## config.mk

```make
export PLATFORM = sky130hd
export DESIGN_NAME = counter_ctrl_unit
export DESIGN_NICKNAME = d
export VERILOG_FILES = /design/src/rtl/counter_ctrl_unit.sv
export SDC_FILE = /design/constraint.sdc
export NUM_CORES = 1
export LEC_CHECK = 0
export CORE_AREA = 8 8 94 96
export DETAILED_ROUTE_END_ITERATION = 10
export DIE_AREA = 0 0 102 104
export DONT_BUFFER_PORTS = 1
export GPL_TIMING_DRIVEN = 0
export PLACE_DENSITY = 0.44
export SYNTH_ARGS = -nofsm -noshare
export SYNTH_HDL_FRONTEND = slang
export SYNTH_SLANG_ARGS = --single-unit
```

## constraint.sdc

```tcl
create_clock -name clk -period 2 [get_ports clk]
set_clock_uncertainty 0.1 [all_clocks]
set_input_delay 0.5 -clock clk [delete_from_list [all_inputs] [get_ports clk]]
set_output_delay 0.5 -clock clk [all_outputs]
set_load 0.005 [all_outputs]
```

## src/rtl/counter_ctrl_unit.sv

```systemverilog
`default_nettype none
// +----------------------------------------------------------------------------+
// | Module      : counter_ctrl_unit                                            |
// | Description : Run/stop/clear/mode sequencer for the 0..9999 FND counter.   |
// |               Converts debounced button levels into a gated count tick,    |
// |               a one-cycle clear pulse and an up/down mode bit, and owns    |
// |               the tick prescaler.                                          |
// | Ports       : clk          system clock, rising edge                       |
// |               reset        asynchronous, active-low reset                  |
// |               i_btn_run    debounced run/stop level (clk-synchronous)      |
// |               i_btn_clear  debounced clear level (clk-synchronous)         |
// |               i_btn_mode   debounced up/down mode level (clk-synchronous)  |
// |               i_count      current counter value from the datapath         |
// |               o_tick       one-cycle count enable                          |
// |               o_clear      one-cycle synchronous clear                     |
// |               o_mode       0 = count up, 1 = count down                    |
// |               o_run        high while running (status LED)                 |
// | Revision    : 1.0  initial release                                         |
// +----------------------------------------------------------------------------+
module counter_ctrl_unit #(
   parameter int TICK_DIV = 10_000_000,
   parameter int CNT_W    = 14
) (
   input  logic             clk,
   input  logic             reset,
   input  logic             i_btn_run,
   input  logic             i_btn_clear,
   input  logic             i_btn_mode,
   input  logic [CNT_W-1:0] i_count,
   output logic             o_tick,
   output logic             o_clear,
   output logic             o_mode,
   output logic             o_run
);

   localparam int PRESC_W = (TICK_DIV > 2) ? $clog2(TICK_DIV) : 1;
   localparam logic [PRESC_W-1:0] c_presc_max = PRESC_W'(TICK_DIV - 1);

   localparam logic [1:0] c_st_idle  = 2'd0;
   localparam logic [1:0] c_st_run   = 2'd1;
   localparam logic [1:0] c_st_stop  = 2'd2;
   localparam logic [1:0] c_st_clear = 2'd3;

   logic [1:0]         r_state;
   logic [1:0]         w_state_next;
   logic [PRESC_W-1:0] r_presc;
   logic [PRESC_W-1:0] w_presc_next;

   logic r_run_q;
   logic r_clear_q;
   logic r_mode_q;
   // Low until the first clock after reset release, so a button already held
   // when reset lifts is absorbed into the delay registers without an event.
   logic r_primed;

   logic w_ev_run;
   logic w_ev_clear;
   logic w_ev_mode;
   logic w_wrap;
   logic w_down_limit;
   logic w_tick_next;
   logic w_clear_next;
   logic w_run_next;
   logic w_mode_next;

   // ---------------------------------------------------------------- edges
   always_ff @(posedge clk or negedge reset) begin
      if (!reset) begin
         r_run_q   <= 1'b0;
         r_clear_q <= 1'b0;
         r_mode_q  <= 1'b0;
         r_primed  <= 1'b0;
      end else begin
         r_run_q   <= i_btn_run;
         r_clear_q <= i_btn_clear;
         r_mode_q  <= i_btn_mode;
         r_primed  <= 1'b1;
      end
   end

   assign w_ev_run   = r_primed & i_btn_run   & ~r_run_q;
   assign w_ev_clear = r_primed & i_btn_clear & ~r_clear_q;
   assign w_ev_mode  = r_primed & i_btn_mode  & ~r_mode_q;

   // Prescaler wrap point and the down-count floor that stops the run there.
   assign w_wrap       = (r_state == c_st_run) && (r_presc == c_presc_max);
   assign w_down_limit = w_wrap && o_mode && (i_count == '0);

   // --------------------------------------------------------- state register
   always_ff @(posedge clk or negedge reset) begin
      if (!reset) begin
         r_state <= c_st_idle;
      end else begin
         r_state <= w_state_next;
      end
   end

   // ------------------------------------------------------------ next state
   always_comb begin
      w_state_next = r_state;
      case (r_state)
         c_st_idle: begin
            if (w_ev_clear)    w_state_next = c_st_clear;
            else if (w_ev_run) w_state_next = c_st_run;
         end
         c_st_run: begin
            if (w_ev_clear)        w_state_next = c_st_clear;
            else if (w_ev_run)     w_state_next = c_st_stop;
            else if (w_down_limit) w_state_next = c_st_stop;
         end
         c_st_stop: begin
            if (w_ev_clear)    w_state_next = c_st_clear;
            else if (w_ev_run) w_state_next = c_st_run;
         end
         default: begin
            // Clear lasts a single cycle and ignores every button.
            w_state_next = c_st_idle;
         end
      endcase
   end

   // ---------------------------------------------------------- output logic
   always_comb begin
      w_run_next   = (w_state_next == c_st_run);
      w_clear_next = (w_state_next == c_st_clear);
      // A wrap only produces a tick if the unit stays in RUN; this covers the
      // down-count floor and keeps a tick from colliding with a clear.
      w_tick_next  = w_wrap && (w_state_next == c_st_run);

      w_mode_next = o_mode;
      if (w_ev_mode && ((r_state == c_st_idle) || (r_state == c_st_stop))) begin
         w_mode_next = ~o_mode;
      end

      // Phase is not kept across a stop: anything but continued RUN zeroes it.
      w_presc_next = '0;
      if ((r_state == c_st_run) && (w_state_next == c_st_run)) begin
         w_presc_next = (r_presc == c_presc_max) ? '0 : r_presc + PRESC_W'(1);
      end
   end

   always_ff @(posedge clk or negedge reset) begin
      if (!reset) begin
         r_presc <= '0;
         o_tick  <= 1'b0;
         o_clear <= 1'b0;
         o_mode  <= 1'b0;
         o_run   <= 1'b0;
      end else begin
         r_presc <= w_presc_next;
         o_tick  <= w_tick_next;
         o_clear <= w_clear_next;
         o_mode  <= w_mode_next;
         o_run   <= w_run_next;
      end
   end

endmodule
`default_nettype wire
```

==> results of run 1 <==
[synthesized netlist by cell type (3+ instances only)]
library cell	instances	share of area, %
o21ai_0	10	2.9
dfrtp_1	34	49
nor3_1	6	1.7
o31ai_1	3	1.3
xnor2_1	3	1.5
and2_1	3	1.1
nor4_1	5	1.8
nor2b_1	3	1.1
or3_1	8	2.9
xor2_1	9	4.6
nand2b_1	3	1.1
a21oi_1	10	2.9
nor2_1	14	3.1
nand2_1	10	2.2
and3_1	3	1.1
nand3_1	9	2.6
inv_1	4	0.87
buf_2	4	1.2
nand4_1	7	2.5
[metrics by stage]
step / TNS (ps) / area [um^2] / utilization [%]
after CTS: -12.0 / 1990 / 26.7
after global placement: -1710 / 1850 / 24.8
after floorplan: 0 / 1720 / -
after global routing: -230 / 2130 / 28.6
final: 0 / 2130 / 28.6
after detailed placement: -1980 / 1850 / 24.8
[path summary, 6_finish.rpt]
path                                    end  slack (ps)  startpoint
worst min register to register       o_mode         430      o_mode
min in group asynchronous       r_presc[13]         570       reset
worst max-delay path            r_presc[15]          90  r_presc[0]
worst min-delay path               r_mode_q         130  i_btn_mode
worst max register to register  r_presc[15]          90  r_presc[0]
max in group asynchronous         r_clear_q        1050       reset
[final cells by class]
class                      instances  area, um^2  area share [%]
clock buffer                       7        86.3            4.06
inverter                           4        15.0           0.705
clock inverter                     1        5.00           0.235
timing repair buffer              14         131            6.17
buffer                             4        38.8            1.82
multi-input combinational        131         873            41.0
tap                              102         128            6.00
sequential                        34         851            40.0
[worst max-delay path, delay by kind of cell, from the launching register on]
family                     cells  cell delay, ps
adders and majority gates      1             190
DFF                            1             390
buffers and inverters          3             470
and+or+nand+nor                2             300
AOI/OAI and AO/OA              2             330
[where the power goes]
part,switching (mW),internal [mW],total (mW)
registers,0.0533,0.744,0.797
clock network,0.257,0.278,0.535
logic,0.141,0.135,0.276
total,0.451,1.16,1.61
[metal layers]
layer,GRT usage (%),vias to the layer above
met5,0,-
li1,-,675
met4,3.15,0
met3,2.21,7
met1,10.1,664
met2,11.8,25
[sequential cells by signal, summed over array words and instances (netlist names)]
signal     cells
o_mode         1
r_mode_q       1
o_clear        1
o_tick         1
r_primed       1
o_run          1
r_state        2
r_presc       24
r_run_q        1
r_clear_q      1
[cell families (layout without fill, tap and decap cells)]
| logic type | Yosys count | after routing | synth area share (%) |
|---|---|---|---|
| AND/OR/NAND/NOR | 86 | 86 | 30.2 |
| flip-flops | 34 | 34 | 49.5 |
| AO/OA/AOI/OAI | 31 | 31 | 11.2 |
| XOR/XNOR | 12 | 12 | 6.11 |
| buffers and inverters | 8 | 30 | 2.04 |
| adder cells (fa/ha/maj) | 1 | 1 | 0.728 |
| other | 1 | 1 | 0.218 |
[placed cells by master, fill, tap and decap left out, types with 2 or more instances in the layout]
cell type | synthesis | final
nand3_1 | 9 | 9
nand2_1 | 10 | 10
nor2b_1 | 3 | 3
nand3b_1 | 2 | 2
or3_1 | 8 | 8
xnor2_1 | 3 | 3
inv_1 | 4 | 4
nor2_1 | 14 | 14
o31ai_1 | 3 | 3
or4_1 | 2 | 2
xor2_1 | 9 | 9
nor3_1 | 6 | 5
and2_1 | 3 | 3
nand2b_1 | 3 | 3
nand4_4 | 1 | 2
and3_1 | 3 | 3
buf_6 | 0 | 6
clkbuf_8 | 0 | 6
dfrtp_1 | 34 | 34
nor4_1 | 5 | 4
nand4_1 | 7 | 7
a21oi_1 | 10 | 10
o211ai_1 | 2 | 2
and4_4 | 2 | 2
o21ai_0 | 10 | 10
nor4b_1 | 2 | 2
buf_4 | 0 | 9
[repair_timing]
| item | 4_1_cts | 5_1_grt |
|---|---|---|
| hold buffers | 2 | 0 |
| pin swaps | 1 | 4 |
| cloned | 0 | 2 |
| endpoints found under the hold margin | 34 | 0 |
| setup endpoints to repair | 23 | 28 |
| setup buffers | 1 | 9 |
| gates resized for setup | 3 | 15 |
==> results.sh, run 1 <==
export IMPL_power_per_cell_area_nw_per_um2=755
export IMPL_wl_met1_mm=2.01
export IMPL_fin_crit_ps=1910
export IMPL_hold_class="in -> reg"
export IMPL_grt_use_total_pct=7.82
export IMPL_timing_final_crit_share_pct=95.4
export IMPL_place_ws_ps=-112
export IMPL_drive_gt1_share_pct=18.5
export IMPL_row_count=32
export IMPL_setup_ws_ps=91.8
export IMPL_maxClockFrequency_mhz=524
export IMPL_clock_latency_ps=290
export IMPL_die_area_um2=10600
export IMPL_top_layer="met4"
export IMPL_maxCapViolations=0
export IMPL_ir_drop_v=0.000382
export IMPL_core_um2=7450
export IMPL_root_buffer="clkbuf_8"
export IMPL_worstMarginPinSlew_ps=495
export IMPL_endpoint_kind="flop"
export IMPL_ys_async_sr_fraction_pct=100
export IMPL_drc=0
export IMPL_r2r_cells=8
export IMPL_syn_to_final_growth_pct=23.8
export IMPL_clkTransAtPathRegs_ps=70
export IMPL_synth_warnings=0
export IMPL_syn_inst=173
export IMPL_power_mw=1.61
export IMPL_cp_common_cell="buf_6"
export IMPL_overflow=0
export IMPL_clkSinkCount=34
export IMPL_finalSetupViolCount=0
export IMPL_dr_pass1_iters=4
export IMPL_grt_pass1_wl_mm=6.61
export IMPL_die_y_um=104
export IMPL_fin_nets=214
export IMPL_stdcell_count=297
export IMPL_wl_met3_um=146
export IMPL_port_buffers=0
export IMPL_vias_per_cell=4.62
export IMPL_htreeDepth=2
export IMPL_status="finished, final reports clean"
export IMPL_synthDistinctLibCells=39
export IMPL_start_util_pct=23.1
export IMPL_yosysSeqAreaShare_pct=49.5
export IMPL_path_max_fanout=6
export IMPL_synth_avg_cell_area_um2=9.94
export IMPL_critPathMaxStageDelay_ps=390
export IMPL_antenna_found_initial=0
export IMPL_diodes=0
export IMPL_io_pins=23
export IMPL_wl_per_cell_um=13.7
export IMPL_cts_buffers=5
export IMPL_synth_edf_count=0
export IMPL_maxSlewHeadroom_pct=66.7
export IMPL_hold_ws_ps=130
export IMPL_netlist_area_um2=1720
export IMPL_ant_nets=0
export IMPL_whs_path_depth=0
export IMPL_cts_tree="done"
export IMPL_cts_max_path_buffers=2
export IMPL_place_congestion=0.721
export IMPL_fillers=816
export IMPL_wl_met2_mm=1.85
export IMPL_drtIter0Drc=87
export IMPL_path_cells="ha_2, and3_1, buf_6, nand4_1, buf_6, o211ai_4, buf_6, a21oi_1"
export IMPL_die_x_um=102
export IMPL_place_inst=275
export IMPL_ys_ff_latch=34
export IMPL_drv_slew=0
export IMPL_critical_path_required_ps=2070
export IMPL_hold_viol=0
export IMPL_cellLeakagePower_nw=0.885
export IMPL_syn_nets=193
export IMPL_dp_hpwl_mm=2.67
export IMPL_cp_slowest_cell="dfrtp_1"
export IMPL_num_vias=1371
export IMPL_start_kind="flop"
export IMPL_arrival_ps=1980
export IMPL_grt_max_degree=35
export IMPL_grt_pass1_vias=1415
export IMPL_path_class="reg -> reg"
export IMPL_ys_flop_type="dfrtp_1"
export IMPL_wl_mm=4.06
Note: power is estimated with default switching activity, not from simulation.
==> run 2, diff against run 1 <==
TNS_END_PERCENT = 20   (was not set)
==> results of run 2 <==
Same layout as run 1: the final DEF is identical, and so are final timing and power.
==> run 3, diff against run 2 <==
CORE_AREA = 8 8 79 81   (was 8 8 94 96)
DIE_AREA = 0 0 87 89   (was 0 0 102 104)
PLACE_DENSITY = 0.56   (was 0.44)
==> results.sh, run 3 (synthesis gave the netlist of run 1 again) <==
export IMPL_core_um2=4980
export IMPL_num_vias=1322
export IMPL_start_util_pct=34.5
export IMPL_ant_nets=0
export IMPL_syn_to_final_growth_pct=16.8
export IMPL_critPathMaxStageDelay_ps=370
export IMPL_clock_latency_ps=290
export IMPL_largest_reg_flops=24
export IMPL_ir_drop_v=0.000274
export IMPL_cts_buffers=5
export IMPL_power_per_cell_area_nw_per_um2=777
export IMPL_die_x_um=87
export IMPL_path_max_fanout=7
export IMPL_grt_pass1_vias=1289
export IMPL_io_pins=23
export IMPL_drive_gt1_share_pct=15.3
export IMPL_top_register="r_presc"
export IMPL_wl_per_cell_um=14.1
export IMPL_row_count=26
export IMPL_dr_pass1_iters=4
export IMPL_clkSinkCount=34
export IMPL_final_cell_mix="dfrtp_1, nor2_1, nand2_1, o21ai_0, a21oi_1"
export IMPL_place_ws_ps=-37.5
export IMPL_critical_path_required_ps=2070
export IMPL_die_y_um=89
export IMPL_path_cells="ha_1, and3_1, clkbuf_4, nand4_1, buf_4, nor4_4, nor3_1"
export IMPL_cp_num_buf_inv=2
export IMPL_vias_per_cell=5.10
export IMPL_antenna_found_initial=0
export IMPL_port_buffers=0
export IMPL_hold_viol=0
export IMPL_cellLeakagePower_nw=0.840
export IMPL_drv_slew=0
export IMPL_drtIter0Drc=67
export IMPL_final_common_cell="dfrtp_1"
export IMPL_place_congestion=0.747
export IMPL_endpoint_kind="flop"
export IMPL_root_buffer="clkbuf_8"
export IMPL_fin_util_pct=40.3
export IMPL_reg_largest_list="r_presc: 24 flops, r_state: 2 flops"
export IMPL_finalSetupViolCount=0
export IMPL_grt_max_degree=35
export IMPL_cts_tree="done"
export IMPL_crit_family="simple AND/OR/NAND/NOR gates"
export IMPL_wl_mm=3.65
export IMPL_path_class="reg -> reg"
export IMPL_hold_class="in -> reg"
export IMPL_power_mw=1.56
export IMPL_status="finished, final reports clean"
export IMPL_cp_slowest_cell="dfrtp_1"
export IMPL_cts_max_path_buffers=2
export IMPL_fin_crit_ps=1930
export IMPL_maxClockFrequency_mhz=518
export IMPL_fin_nets=208
export IMPL_dp_hpwl_mm=2.51
export IMPL_grt_pass1_wl_mm=6.30
export IMPL_diodes=0
export IMPL_maxCapViolations=0
export IMPL_drc=0
export IMPL_setup_ws_ps=70.9
export IMPL_htreeDepth=2
export IMPL_grt_use_total_pct=10.6
export IMPL_die_area_um2=7740
export IMPL_timing_final_crit_share_pct=96.5
export IMPL_clkTransAtPathRegs_ps=70
export IMPL_overflow=0
export IMPL_arrival_ps=2000
export IMPL_start_kind="flop"
[run 3: changes by cell type in the layout (fill, tap and decap cells not counted), sizes merged]
| cell | before | now |
|---|---|---|
| buf | 17 | 9 |
| clkinvlp | 0 | 1 |
| clkbuf | 7 | 8 |
[run 3: final timing paths]
| kind | startpoint | to | slack [ps] | depth (start not counted) |
|---|---|---|---|---|
| worst max register to register | r_presc[1] | r_presc[2] | 70 | 7 |
| worst min-delay path | i_btn_mode | r_mode_q | 140 | 0 |
| min in group asynchronous | reset | r_presc[11] | 580 | 2 |
| max in group asynchronous | reset | r_presc[7] | 1030 | 2 |
| worst min register to register | o_mode | o_mode | 430 | 1 |
| worst max-delay path | r_presc[1] | r_presc[2] | 70 | 7 |
[run 3: power by group]
part	internal (mW)	switching, mW
logic	0.111	0.125
registers	0.743	0.0492
clock network	0.277	0.255
total	1.13	0.430
[run 3: area by class of cell]
| class | count | area [um^2] |
|---|---|---|
| clock inverter | 2 | 12.5 |
| buffer | 4 | 27.5 |
| sequential | 34 | 851 |
| timing repair buffer | 8 | 75.1 |
| tap | 70 | 87.6 |
| clock buffer | 6 | 82.6 |
| fill | 501 | 2970 |
| multi-input combinational | 131 | 857 |
| inverter | 4 | 15.0 |
[run 3: per-layer routing]
metal / GRT usage, % / vias to the layer above / routed length, um
met5: 0 / - / 0
met4: 5.63 / 0 / 64
met3: 2.76 / 5 / 98
met2: 15.8 / 9 / 1700
met1: 13.7 / 641 / 1780
li1: - / 667 / -
[run 3: per-stage QoR]
stage / hold WS [ps] / cell area [um^2] / TNS [ps] / cells
2_1_floorplan: 104 / 1720 / 0 / 173
3_3_place_gp: 105 / 1810 / -447 / 243
3_5_place_dp: 105 / 1810 / -390 / 243
4_1_cts: 124 / 1950 / 0 / 255
5_1_grt: 117 / 2010 / -243 / 259
6_report: 136 / 2010 / 0 / 259
[run 3: what timing repair did]
action                                  CTS  global route
endpoints found under the setup margin   21            23
hold endpoints to repair                 34             0
hold buffers                              2             0
buffers inserted                          2             4
resized for setup                         1             5
pin swaps                                 1             3
[run 3: worst register-to-register path: cells and delay by family (launching register included)]
family / cells / cell delay (ps)
AND/OR/NAND/NOR: 4 / 760
adder cells (fa/ha/maj): 1 / 190
flip-flops: 1 / 370
buffers and inverters: 2 / 390
